### src/rtl/ins_issue_ctrl_if.sv
// Code-memory fetch port and processing-stage command port of the 8051 issue controller.
interface ins_issue_ctrl_if;
  logic [7:0]  code_data;
  logic        code_valid;
  logic        pro_ready;
  logic        code_req;
  logic [15:0] code_addr;
  logic [1:0]  process_type;
  logic        alu_en;
  logic [4:0]  alu_op;
  logic [7:0]  imm;
  logic        ID_ready;
  logic        illegal;

  modport master (
    input  code_data, code_valid, pro_ready,
    output code_req, code_addr, process_type, alu_en, alu_op, imm, ID_ready, illegal
  );

  modport slave (
    output code_data, code_valid, pro_ready,
    input  code_req, code_addr, process_type, alu_en, alu_op, imm, ID_ready, illegal
  );
endinterface

### src/rtl/ins_issue_ctrl.sv
// 8051 fetch/decode/issue controller: fetches 1-3 code bytes, decodes a subset,
// issues one command per instruction to the processing stage and resolves SJMP/LJMP.
module ins_issue_ctrl #(
  parameter logic [15:0] RESET_PC = 16'h0000,
  parameter int          PIPE_GAP = 2
) (
  input logic              clk,
  input logic              rst,
  ins_issue_ctrl_if.master bus
);
  typedef enum logic [2:0] {IDLE, FETCH_OP, FETCH_B1, FETCH_B2, ISSUE, GAP} state_t;

  typedef struct packed {
    logic [1:0] ptype;
    logic [4:0] op;
    logic [1:0] len;
    logic       legal;
  } dec_t;

  localparam logic [7:0] GAP_LAST = 8'((PIPE_GAP > 0) ? PIPE_GAP - 1 : 0);

  // Unsupported opcodes fall through to a 1-byte NOP flagged as illegal.
  function automatic dec_t decode(input logic [7:0] opc);
    dec_t d;
    d = '{2'b00, 5'd0, 2'd1, 1'b1};
    case (opc)
      8'h24:   d = '{2'b01, 5'd1,  2'd2, 1'b1};
      8'h34:   d = '{2'b01, 5'd2,  2'd2, 1'b1};
      8'h94:   d = '{2'b01, 5'd3,  2'd2, 1'b1};
      8'h54:   d = '{2'b01, 5'd4,  2'd2, 1'b1};
      8'h44:   d = '{2'b01, 5'd5,  2'd2, 1'b1};
      8'h64:   d = '{2'b01, 5'd6,  2'd2, 1'b1};
      8'h04:   d = '{2'b01, 5'd7,  2'd1, 1'b1};
      8'h14:   d = '{2'b01, 5'd8,  2'd1, 1'b1};
      8'hF4:   d = '{2'b01, 5'd9,  2'd1, 1'b1};
      8'hE4:   d = '{2'b01, 5'd10, 2'd1, 1'b1};
      8'h74:   d = '{2'b10, 5'd0,  2'd2, 1'b1};
      8'h00:   d = '{2'b00, 5'd0,  2'd1, 1'b1};
      8'h80:   d = '{2'b11, 5'd0,  2'd2, 1'b1};
      8'h02:   d = '{2'b11, 5'd0,  2'd3, 1'b1};
      default: d.legal = 1'b0;
    endcase
    return d;
  endfunction

  state_t             state;
  logic [15:0]        pc;
  logic [7:0]         gap_cnt;
  logic               code_req;
  logic [1:0]         ptype;
  logic               alu_en;
  logic [4:0]         alu_op;
  logic [7:0]         imm;
  logic               id_ready;
  logic               illegal;

  logic [1:0]         ptype_p0;
  logic [4:0]         op_p0;
  logic [1:0]         len_p0;
  logic [7:0]         b1_p0;
  logic [7:0]         b2_p0;
  logic signed [15:0] rel_sx;
  dec_t               dec_in;

  assign dec_in = decode(bus.code_data);
  assign rel_sx = {{8{b1_p0[7]}}, b1_p0};

  // Fetched bytes: opcode decode and operands captured as they arrive
  always_ff @(posedge clk) begin
    if (bus.code_valid) begin
      case (state)
        FETCH_OP: begin
          ptype_p0 <= dec_in.ptype;
          op_p0    <= dec_in.op;
          len_p0   <= dec_in.len;
        end
        FETCH_B1: b1_p0 <= bus.code_data;
        FETCH_B2: b2_p0 <= bus.code_data;
        default: ;
      endcase
    end
  end

  // Control FSM with registered command outputs
  always_ff @(posedge clk or posedge rst) begin
    if (rst) begin
      state    <= IDLE;
      pc       <= RESET_PC;
      gap_cnt  <= '0;
      code_req <= 1'b0;
      ptype    <= 2'b00;
      alu_en   <= 1'b0;
      alu_op   <= 5'd0;
      imm      <= 8'd0;
      id_ready <= 1'b0;
      illegal  <= 1'b0;
    end else begin
      id_ready <= 1'b0;
      illegal  <= 1'b0;
      case (state)
        IDLE: begin
          state    <= FETCH_OP;
          code_req <= 1'b1;
        end
        FETCH_OP: if (bus.code_valid) begin
          pc      <= pc + 16'd1;
          illegal <= !dec_in.legal;
          if (dec_in.len == 2'd1) begin
            state    <= ISSUE;
            code_req <= 1'b0;
          end else begin
            state <= FETCH_B1;
          end
        end
        FETCH_B1: if (bus.code_valid) begin
          pc <= pc + 16'd1;
          if (len_p0 == 2'd2) begin
            state    <= ISSUE;
            code_req <= 1'b0;
          end else begin
            state <= FETCH_B2;
          end
        end
        FETCH_B2: if (bus.code_valid) begin
          pc       <= pc + 16'd1;
          state    <= ISSUE;
          code_req <= 1'b0;
        end
        ISSUE: if (bus.pro_ready) begin
          ptype    <= ptype_p0;
          alu_en   <= (ptype_p0 == 2'b01);
          alu_op   <= op_p0;
          imm      <= (len_p0 == 2'd2) ? b1_p0 : 8'd0;
          id_ready <= 1'b1;
          // pc already points past the operands, which is the SJMP base
          if (ptype_p0 == 2'b11)
            pc <= (len_p0 == 2'd2) ? pc + $unsigned(rel_sx) : {b1_p0, b2_p0};
          if (PIPE_GAP == 0) begin
            state    <= FETCH_OP;
            code_req <= 1'b1;
          end else begin
            state   <= GAP;
            gap_cnt <= '0;
          end
        end
        GAP: begin
          if (gap_cnt == GAP_LAST) begin
            state    <= FETCH_OP;
            code_req <= 1'b1;
          end else begin
            gap_cnt <= gap_cnt + 8'd1;
          end
        end
        default: state <= IDLE;
      endcase
    end
  end

  assign bus.code_req     = code_req;
  assign bus.code_addr    = pc;
  assign bus.process_type = ptype;
  assign bus.alu_en       = alu_en;
  assign bus.alu_op       = alu_op;
  assign bus.imm          = imm;
  assign bus.ID_ready     = id_ready;
  assign bus.illegal      = illegal;
endmodule
### src/flat_wrapper.sv
// flat-port wrapper written by rule: the top's interface ports become plain ports
module ins_issue_ctrl_flat 
#(
  parameter logic [15:0] RESET_PC = 16'h0000,
  parameter int          PIPE_GAP = 2
)
  (clk, rst, bus_code_data, bus_code_valid, bus_pro_ready, bus_code_req, bus_code_addr, bus_process_type, bus_alu_en, bus_alu_op, bus_imm, bus_ID_ready, bus_illegal);
  ins_issue_ctrl_if bus_i ();
  input logic clk;
  input logic rst;
  input wire logic [$bits(bus_i.code_data)-1:0] bus_code_data;
  input wire logic [$bits(bus_i.code_valid)-1:0] bus_code_valid;
  input wire logic [$bits(bus_i.pro_ready)-1:0] bus_pro_ready;
  output wire logic [$bits(bus_i.code_req)-1:0] bus_code_req;
  output wire logic [$bits(bus_i.code_addr)-1:0] bus_code_addr;
  output wire logic [$bits(bus_i.process_type)-1:0] bus_process_type;
  output wire logic [$bits(bus_i.alu_en)-1:0] bus_alu_en;
  output wire logic [$bits(bus_i.alu_op)-1:0] bus_alu_op;
  output wire logic [$bits(bus_i.imm)-1:0] bus_imm;
  output wire logic [$bits(bus_i.ID_ready)-1:0] bus_ID_ready;
  output wire logic [$bits(bus_i.illegal)-1:0] bus_illegal;
  assign bus_i.code_data = bus_code_data;
  assign bus_i.code_valid = bus_code_valid;
  assign bus_i.pro_ready = bus_pro_ready;
  assign bus_code_req = bus_i.code_req;
  assign bus_code_addr = bus_i.code_addr;
  assign bus_process_type = bus_i.process_type;
  assign bus_alu_en = bus_i.alu_en;
  assign bus_alu_op = bus_i.alu_op;
  assign bus_imm = bus_i.imm;
  assign bus_ID_ready = bus_i.ID_ready;
  assign bus_illegal = bus_i.illegal;
  ins_issue_ctrl #(.RESET_PC(RESET_PC), .PIPE_GAP(PIPE_GAP)) u_core (.clk(clk), .rst(rst), .bus(bus_i));
endmodule
### config.mk
export PLATFORM = sky130hd
export DESIGN_NAME = ins_issue_ctrl_flat
export DESIGN_NICKNAME = d
export VERILOG_FILES = /design/src/rtl/ins_issue_ctrl_if.sv /design/src/rtl/ins_issue_ctrl.sv /design/src/flat_wrapper.sv
export SDC_FILE = /design/constraint.sdc
export NUM_CORES = 1
export LEC_CHECK = 0
export ABC_AREA = 1
export BUFFER_PORTS_ARGS = -buffer_cell sky130_fd_sc_hd__buf_4
export CAP_MARGIN = 5
export CELL_PAD_IN_SITES_DETAIL_PLACEMENT = 1
export CELL_PAD_IN_SITES_GLOBAL_PLACEMENT = 1
export CORE_ASPECT_RATIO = 1.1
export CORE_MARGIN = 4
export CORE_UTILIZATION = 40
export CTS_CLUSTER_SIZE = 30
export DETAILED_ROUTE_END_ITERATION = 8
export GPL_ROUTABILITY_DRIVEN = 0
export GPL_TIMING_DRIVEN = 0
export HOLD_SLACK_MARGIN = 0.05
export PLACE_DENSITY = 0.78
export SYNTH_ARGS = -nofsm -noshare
export SYNTH_HDL_FRONTEND = slang
export SYNTH_SLANG_ARGS = --single-unit
### constraint.sdc
create_clock -name clk -period 4.2 [get_ports clk]
set_input_delay 0.42 -clock clk [delete_from_list [all_inputs] [get_ports clk]]
set_output_delay 0.42 -clock clk [all_outputs]
set_load 0.02 [all_outputs]
## After elaboration in Yosys (flattened, before gate mapping)

Index checks and enable logic that the tools add are counted.

| word-level totals | value |
|---|---|
| register bits after elaboration | 71 |
| input bits | 12 |
| memories kept | 0 |
| output and inout port bits | 35 |
| bits in read-only memories | 0 |
| bits in latches | 0 |
| RAM bits | 0 |

| operators by class | value |
|---|---|
| mux-type cells | 30 |
| $lt $le $gt $ge | 0 |
| add/subtract/negate cells | 3 |
| divide/modulo/power cells | 0 |
| shift-type cells | 0 |
| multiply operators | 0 |
| bitwise gates (word level) | 0 |
| reductions and logical operators | 16 |
| eq/ne operators | 33 |

Operator list:

| cell | count |
|---|---|
| $pmux W9 S13 | 1 |
| $mux W16 | 4 |
| $eq A8 B7 Y1 const B | 4 |
| $eq A8 B8 Y1 const B | 4 |
| $pmux W16 S2 | 1 |
| $mux W8 | 3 |
| $mux W3 | 7 |
| $pmux W3 S6 | 1 |
| $add A16 B1 Y16 const B | 1 |
| $add A16 B16 Y16 | 1 |
| $eq A8 B6 Y1 const B | 2 |
| $pmux W8 S2 | 1 |
| $reduce_or A14 Y1 | 1 |
| $mux W1 | 11 |
| $ne A2 B1 Y1 const B | 5 |
| $ne A2 B2 Y1 const B | 5 |
| $add A8 B1 Y8 const B | 1 |
| $eq A8 B1 Y1 const B | 1 |
| $eq A8 B2 Y1 const B | 1 |
| $eq A8 B3 Y1 const B | 1 |
| $eq A8 B5 Y1 const B | 1 |
| $logic_not A8 Y1 | 1 |
| $reduce_and A2 Y1 | 4 |
| $reduce_and A7 Y1 | 1 |
| 14 further kinds | 19 |

## Longest topological paths before layout

Gate-level depths: netlist (run 1).

| depth | value |
|---|---|
| depth after elaboration | 6 |
| depth in mapped cells | 13 |
| depth with buffers taken out | 13 |

## Worst setup path before layout (run 1)

No wires, ideal clock.

| timing | value |
|---|---|
| kind | flip-flop to flip-flop |
| start point | reg u_core.pc[0], in the netlist u_core.bus.code_addr[0] |
| end point | reg u_core.pc[8], in the netlist u_core.bus.code_addr[8] |
| arrival | 1931 ps |
| path buffers | 0 |
| required time | 4123 ps |
| setup slack | 2191 ps |
| cell stages (with the launch flop) | 12 |
| cells stage by stage | dfrtp_1 > ha_1 > inv_1 > fa_1 > inv_1 > nand3_1 > nand3_1 > a21oi_1 > or2_2 > nand3_1 > nand2_1 > a21oi_1 |

| on the way | value |
|---|---|
| cells in the longest elaborated chain, start to end | 5 |
| elaborated cells on any way between the ends | 7 |

Ends and longest elaborated chain:

| element | RTL line | text |
|---|---|---|
| start, declared | ins_issue_ctrl.sv:47 | `logic [15:0] pc;` |
| start signal, assigned | ins_issue_ctrl.sv:106 | `pc <= pc + 16'd1;` |
| start signal, assigned | ins_issue_ctrl.sv:116 | `pc <= pc + 16'd1;` |
| start signal, assigned | ins_issue_ctrl.sv:125 | `pc <= pc + 16'd1;` |
| $add A16 B16 Y16 | ins_issue_ctrl.sv:137 | `pc <= (len_p0 == 2'd2) ? pc + $unsigned(rel_sx) : {b1_p0, b2_p0};` |
| $mux W16 | ins_issue_ctrl.sv:137 |  |
| $mux W16 | ins_issue_ctrl.sv:136 | `if (ptype_p0 == 2'b11)` |
| $mux W16 | ins_issue_ctrl.sv:129 | `ISSUE: if (bus.pro_ready) begin` |
| $pmux W16 S2 * | ins_issue_ctrl.sv:100 | `case (state)` |

Mark *: on every way between the ends. The rest lies on a longest branch, timed or not. The select of a mux whose other input is x is not followed.
A chain may end at the register's enable or synchronous reset.

## Worst setup path in the final report (run 1)

| timing | value |
|---|---|
| start point | reg u_core.pc[5], in the netlist u_core.bus.code_addr[5] |
| end point | reg u_core.pc[11], in the netlist u_core.bus.code_addr[11] |

The elaborated chain is that of the path after synthesis.

==> results of run 1 <==
## how the worst max path moves through the flow
| stage | from | to | slack [ns] | depth (start not counted) |
|---|---|---|---|---|
| global placement | rst | u_core.gap_cnt[1] | 1.98 | 2 |
| detailed placement | u_core.bus.code_addr[5] | u_core.bus.code_addr[11] | 1.97 | 11 |
| global route | u_core.bus.code_addr[0] | u_core.bus.code_addr[8] | 1.73 | 11 |
| finish | u_core.bus.code_addr[5] | u_core.bus.code_addr[11] | 1.91 | 11 |
| floorplan | u_core.bus.code_addr[0] | u_core.bus.code_addr[8] | 2.19 | 11 |
| CTS | u_core.bus.code_addr[0] | u_core.bus.code_addr[8] | 1.94 | 11 |
## where the power goes
| part | switching, mW | internal [mW] | total (mW) |
|---|---|---|---|
| sequential | 0.253 | 0.897 | 1.15 |
| clock | 0.324 | 0.443 | 0.767 |
| combinational | 1.22 | 0.675 | 1.90 |
| total | 1.80 | 2.02 | 3.82 |
## registers in the layout (all words and copies together), names as in the netlist, 2 cells and up
register                 flops
u_core.bus.code_addr        16
u_core.bus.process_type      2
u_core.gap_cnt               8
u_core.state                 3
u_core.bus.imm               8
u_core.ptype_p0              2
u_core.b2_p0                 8
u_core.len_p0                2
u_core.op_p0                 4
u_core.bus.alu_op            4
u_core.b1_p0                 8
## cells by family (layout without fill, tap and decap cells)
group | after synthesis | in the layout | synth area share (%)
simple gates | 321 | 321 | 30.4
other cells | 1 | 1 | 0.0826
buf+inv | 108 | 170 | 9.35
fa+ha+maj | 19 | 19 | 5.40
flops | 69 | 69 | 40.7
compound gates | 96 | 96 | 11.9
xor+xnor | 11 | 11 | 2.12
## through the flow
| stage | total power, mW | util (%) | setup slack, ns | std cells | area, sq um |
|---|---|---|---|---|---|
| 6_report | 3.82 | 48.9 | 1.91 | 834 | 5380 |
| 5_1_grt | 4.14 | 48.9 | 1.73 | 834 | 5380 |
| 4_1_cts | 3.85 | 48.9 | 1.94 | 834 | 5380 |
| 3_5_place_dp | 3.05 | 46.1 | 1.97 | 818 | 5080 |
| 3_3_place_gp | 2.98 | 46.0 | 1.98 | 817 | 5060 |
| 2_1_floorplan | 2.37 | - | 2.19 | 625 | 4540 |
## cell type report
type	instances	area share, %
buffer	11	1.12
multi-input combinational	448	42.1
tap	147	3.42
sequential	69	34.3
clock inverter	6	0.930
timing repair buffer	46	6.65
inverter	97	6.77
clock buffer	10	4.65
## layer usage
layer | GRT usage, % | vias to the layer above
li1 | - | 2155
met1 | 28.1 | 2075
met2 | 41.4 | 76
met3 | 3.28 | 29
met4 | 8.96 | 0
met5 | 0 | -
## layout by cell type (no fill, tap or decap), drive strengths merged, types with 2 or more instances in the layout
cell type  Yosys  routed
nand2        176     176
inv           97     100
nor2          63      63
buf            6      52
nand3         48      48
dfrtp         45      45
a21oi         43      43
o21ai         29      29
edfxtp        24      24
ha            18      18
clkbuf         5      15
nand4         14      14
nor3          12      12
o31ai          8       8
xnor2          6       6
a31oi          6       6
xor2           5       5
or2            5       5
o22ai          5       5
a21o           2       2
nor4           2       2
clkinvlp       0       2
## worst max-delay path, cell delays in order (launching register included)
cell	delay, ns
sky130_fd_sc_hd__dfrtp_1	0.49
sky130_fd_sc_hd__ha_1	0.40
sky130_fd_sc_hd__nand2_1	0.13
sky130_fd_sc_hd__inv_1	0.05
sky130_fd_sc_hd__a21oi_1	0.14
sky130_fd_sc_hd__nand2_1	0.17
sky130_fd_sc_hd__nand2_1	0.10
sky130_fd_sc_hd__nand2_1	0.06
sky130_fd_sc_hd__nand2_1	0.06
sky130_fd_sc_hd__nand2_1	0.04
sky130_fd_sc_hd__o21ai_0	0.41
sky130_fd_sc_hd__a21oi_1	0.12
==> summary.txt, run 1 <==
CTS
  • Number of levels in the clock H-tree: 3
  • Clock tree root buffer cell: sky130_fd_sc_hd__clkbuf_16
  • Sinks on Clock Net: 69
  • Hold buffer count at cts: 0
  • Number of gates resized after cts: 0
  • Total CTS buffers: 9
  • CTS tree: done
  • Longest Clk Path Bufs: 2
  • Post-CTS clock slew at the launch and capture registers of the worst setup and hold paths: 0.06 ns
  • Post CTS Setup Buffer Count: 0
  • Insertion delay to the later sink of the worst-skew pair: 0.34 ns

Floorplan
  • Core area: 0.0110 sq mm
  • Overall die width: 110 microns
  • Initial standard-cell utilization of the core: 41.2%
  • Overall die height: 120 microns
  • Total Die Area: 0.0131 sq mm
  • IO Count: 47
  • Total number of placement rows: 40

Drt
  • Iter 0 DRT Violations: 165
  • Routed wire length on met2: 7570 microns
  • Met3 wire length: 317 microns
  • Top layer reached by signal wires: met4
  • Remaining antenna violation count after routing: 0
  • Final wirelength: 14200 microns
  • Post-route DRC: 0
  • Wire length the detailed router placed on met1: 5920 microns
  • Drt wl/cell: 17.1 microns
  • Detailed Routing Iterations Pass 1: 4
  • Via count: 4335
  • Via count normalized by instance count: 5.20

Synth
  • Cell with the most instances after synthesis: sky130_fd_sc_hd__nand2_1
  • Net count after synthesis: 656
  • Post-synthesis instance total: 625
  • Number of distinct library cells after synthesis: 39
  • Commonest register cell after synthesis: sky130_fd_sc_hd__dfrtp_1
  • Netlist area before placement: 0.00454 sq mm
  • Share of synthesized area occupied by flip-flops and latches: 40.7%
  • Count of warnings emitted by yosys: 0
  • Most common library cells after synthesis: sky130_fd_sc_hd__nand2_1, sky130_fd_sc_hd__inv_1, sky130_fd_sc_hd__nor2_1, sky130_fd_sc_hd__nand3_1, sky130_fd_sc_hd__dfrtp_1
  • Post-synthesis cell type with the largest combined area: sky130_fd_sc_hd__dfrtp_1
  • Number of synthesized flops with an enable pin: 24
  • Fraction of synthesized cell area taken by the top area cell type: 24.8%
  • Async set-reset flop share out of synthesis: 65.2%
  • Syn Area/Cell: 7.26 sq um
  • FF+latch count, synth: 69
  • Top post-synthesis cells by area: sky130_fd_sc_hd__dfrtp_1, sky130_fd_sc_hd__edfxtp_1, sky130_fd_sc_hd__nand2_1

Global routing
  • Overall Global Routing Usage: 23.3%
  • Vias in the first global route: 4737
  • Largest net degree at the start of global routing: 29
  • Total congestion overflow: 0
  • First-pass GRT wire length: 23600 microns
  • Number of antenna violations at the first check in global routing: 0

Placement
  • Hpwl dp: 11000 microns
  • PortBufs: 45

STA
  • Final-report setup violation count: 0
  • Final setup TNS: 0 ns
  • Max-slew violations: 0
  • Setup repair after global routing missed its margin: no
  • Post-layout min period: 2.29 ns
  • Number of endpoints with negative hold slack in the final report: 0
  • Transition at the pin with the smallest max-transition slack: 1.12 ns
  • Worst-case headroom to the max-slew limit: 24.8%
  • Highest attainable clock frequency: 437 MHz
  • Final period utilization: 54.5%
  • Clock skew: 0.00603 ns
  • Worst hold margin: 0.0773 ns

Critical path
  • Setup CP Type: flop to flop
  • End of the worst register-to-register path: u_core.bus.code_addr[11]
  • Critical Path Start Type: flop
  • Reg-to-reg critical path startpoint: u_core.bus.code_addr[5]
  • Crit end category: flop
  • Required time worst endpoint: 4.40 ns
  • Minimum setup slack among reg-to-reg paths: 1.91 ns
  • Maximum fanout along the worst path: 6
  • R2r worst-path depth: 11
  • Critical path arrival: 2.49 ns

Finish
  • Fill cell count: 1452
  • Storage element area: 0.00185 sq mm
  • Multi-input gate area: 0.00227 sq mm
  • Number of diodes added for antenna fixing: 0
  • Net count reported at finish: 713
  • Fraction of layout cells with a size suffix above 1: 12.4%
  • Layout overhead on the synthesized area: 18.6%

Power and ir drop
  • Power per cell area: 709 mW/mm^2
  • Worst VDD drop: 268 uV
  • Leakage power: 2.69 nW

Outcome
  • Result of the run: completed

Job
  • Number of max-capacitance violations reported: 0

Min path
  • Worst Hold Class: input pin to asynchronous set/reset pin
Note: power is estimated with default switching activity, not from simulation.
==> run 2, diff against run 1 <==
==> constraint.sdc (replaced) <==
create_clock -name clk -period 2.4 [get_ports clk]
set_input_delay 0.24 -clock clk [delete_from_list [all_inputs] [get_ports clk]]
set_output_delay 0.24 -clock clk [all_outputs]
set_load 0.02 [all_outputs]
==> summary.txt, run 2 (synthesized netlist as in run 1, its figures left out) <==
Placement
  • Post-Place Worst Slack: 0.167 ns (-1.80 ns)
  • PortBufs: 45 (unchanged)
  • Area after DPL: 0.00508 sq mm (unchanged)
  • Hpwl dp: 11000 microns (unchanged)

Global routing
  • First-pass GRT wire length: 23600 microns (unchanged)
  • Largest net degree at the start of global routing: 29 (unchanged)
  • Overall Global Routing Usage: 23.3% (unchanged)
  • Vias in the first global route: 4737 (unchanged)
  • Number of antenna violations at the first check in global routing: 0 (unchanged)
  • Total congestion overflow: 0 (unchanged)

Outcome
  • Result of the run: completed

STA
  • Clock skew: 0.00615 ns (+0.000115 ns)
  • Worst-case headroom to the max-slew limit: 25.8% (+1.0 points)
  • Crit path setup slack, layout: 0.206 ns (-1.70 ns)
  • Post-layout min period: 2.19 ns (-0.0970 ns)
  • Number of endpoints with negative hold slack in the final report: 0 (unchanged)
  • Setup repair after global routing missed its margin: no
  • Final setup TNS: 0 ns (unchanged)
  • Final period utilization: 91.4% (+37 points)
  • Transition at the pin with the smallest max-transition slack: 1.10 ns (-0.0150 ns)
  • Max-slew violations: 0 (unchanged)
  • Final-report setup violation count: 0 (unchanged)
  • Highest attainable clock frequency: 456 MHz (+4.4%)

Floorplan
  • IO Count: 47 (unchanged)
  • Total number of placement rows: 40 (unchanged)
  • Overall die width: 110 microns (unchanged)
  • Core area: 0.0110 sq mm (unchanged)
  • Total Die Area: 0.0131 sq mm (unchanged)
  • Overall die height: 120 microns (unchanged)
  • Initial standard-cell utilization of the core: 41.2% (unchanged)

Finish
  • Summed area of non-filler cells in the final layout: 0.00539 sq mm (+0.21%)
  • Commonest non-fill, non-tap cell in the layout: sky130_fd_sc_hd__nand2_1
  • Storage element area: 0.00185 sq mm (about the same)
  • Net count reported at finish: 714 (+0.14%)
  • Most frequent cells in the layout: sky130_fd_sc_hd__nand2_1, sky130_fd_sc_hd__inv_1, sky130_fd_sc_hd__nor2_1
  • Fraction of layout cells with a size suffix above 1: 12.5% (+0.13 points)
  • Number of diodes added for antenna fixing: 0 (unchanged)
  • Fill cell count: 1451 (-0.069%)
  • Multi-input gate area: 0.00227 sq mm (unchanged)
  • Max FFs per register: 16 (unchanged)
  • Layout overhead on the synthesized area: 18.8%

Critical path
  • Critical path arrival: 2.42 ns (-0.07 ns)
  • Crit end category: flop
  • R2r worst-path depth: 11 (unchanged)
  • CP cell instances: ha_1 -> a21oi_1 -> nand2_1 -> a21oi_1 -> nand2_1 -> nand2_1 -> nand3_1 -> nand2_1 -> nand2_1 -> nand2_1 -> nand2_1
  • Required time worst endpoint: 2.62 ns (-1.78 ns)
  • Maximum fanout along the worst path: 10 (+4)
  • Critical Path Start Type: flop
  • Largest stage delay on the critical path: 0.60 ns (+0.11 ns)
  • Critical path's most frequent cell: sky130_fd_sc_hd__nand2_1
  • Setup CP Type: flop to flop
  • Slowest cell on the critical path: sky130_fd_sc_hd__edfxtp_1
  • Minimum setup slack among reg-to-reg paths: 0.21 ns (-1.70 ns)

CTS
  • CTS tree: done
  • Longest Clk Path Bufs: 2 (unchanged)
  • Clock tree root buffer cell: sky130_fd_sc_hd__clkbuf_16
  • Number of levels in the clock H-tree: 3 (unchanged)
  • Insertion delay to the later sink of the worst-skew pair: 0.34 ns (about the same)
  • Total CTS buffers: 9 (unchanged)
  • Sinks on Clock Net: 69 (unchanged)
  • Post CTS Setup Buffer Count: 0 (unchanged)
  • Post-CTS clock slew at the launch and capture registers of the worst setup and hold paths: 0.06 ns (about the same)

Power and ir drop
  • Worst VDD drop: 468 uV (+75%)
  • Leakage power: 2.69 nW (+0.11%)
  • Power per cell area: 1240 mW/mm^2 (+75%)
  • Post-layout power: 6.68 mW (+75%)

Drt
  • Detailed Routing Iterations Pass 1: 4 (unchanged)
  • Remaining antenna violation count after routing: 0 (unchanged)
  • Final wirelength: 14200 microns (about the same)
  • Post-route DRC: 0 (unchanged)
  • Iter 0 DRT Violations: 174 (+5.5%)
  • Via count: 4336 (+0.023%)
  • Drt wl/cell: 17.0 microns (-0.18%)
  • Via count normalized by instance count: 5.19 (about the same)

Job
  • Number of max-capacitance violations reported: 0 (unchanged)

Min path
  • Worst Hold Class: input pin to flop
  • Worst Hold Depth: 1
[run 2: layout make-up]
| type | instances | share of cell area (%) |
|---|---|---|
| Buffer | 11 | 1.11 |
| Tap cell | 147 | 3.41 |
| Inverter | 97 | 6.75 |
| Clock buffer | 10 | 4.64 |
| Sequential cell | 69 | 34.3 |
| Multi-Input combinational cell | 448 | 42.1 |
| Timing Repair Buffer | 47 | 6.82 |
| Clock inverter | 6 | 0.928 |
[run 2: per-stage QoR]
step	std cells	hold slack (ns)	utilization, %
global route	835	0.0982	49.0
floorplan	625	0.339	-
detailed placement	818	0.270	46.1
global placement	817	0.438	46.0
finish	835	0.108	49.0
CTS	835	0.101	49.0
[run 2: critical path: cells and delay by family (launching register included)]
kind	cells	cell delay, ns
AOI/OAI and AO/OA	2	0.41
and+or+nand+nor	8	0.63
DFF	1	0.60
adders and majority gates	1	0.43
[run 2: what timing repair did]
action | CTS | global route
setup endpoints to repair | 0 | 4
hold endpoints to repair | 17 | 0
resized for setup | 0 | 2
hold buffers | 1 | 0
[run 2: routing by layer]
metal	share of wire, %	track usage, %	up-vias
li1	-	-	2162
met2	53	41.4	70
met3	2.2	3.28	32
met1	42	28.1	2072
met5	0	0	-
met4	3.0	8.96	0
[run 2: worst paths after layout]
| path | to | startpoint |
|---|---|---|
| worst min register to register | u_core.bus.alu_op[1] | u_core.op_p0[1] |
| worst max register to register | u_core.bus.code_addr[15] | u_core.b1_p0[7] |
| worst min-delay path | u_core.b1_p0[3] | bus_code_data[3] |
| worst max-delay path | u_core.bus.code_addr[15] | u_core.b1_p0[7] |
| max in group asynchronous | u_core.bus.code_addr[0] | rst |
| min in group asynchronous | u_core.bus.imm[6] | rst |
[run 2: power breakdown]
part	switching [mW]	total, mW	internal, mW
combinational	2.15	3.33	1.18
sequential	0.443	2.01	1.57
clock	0.565	1.34	0.775
total	3.15	6.68	3.53
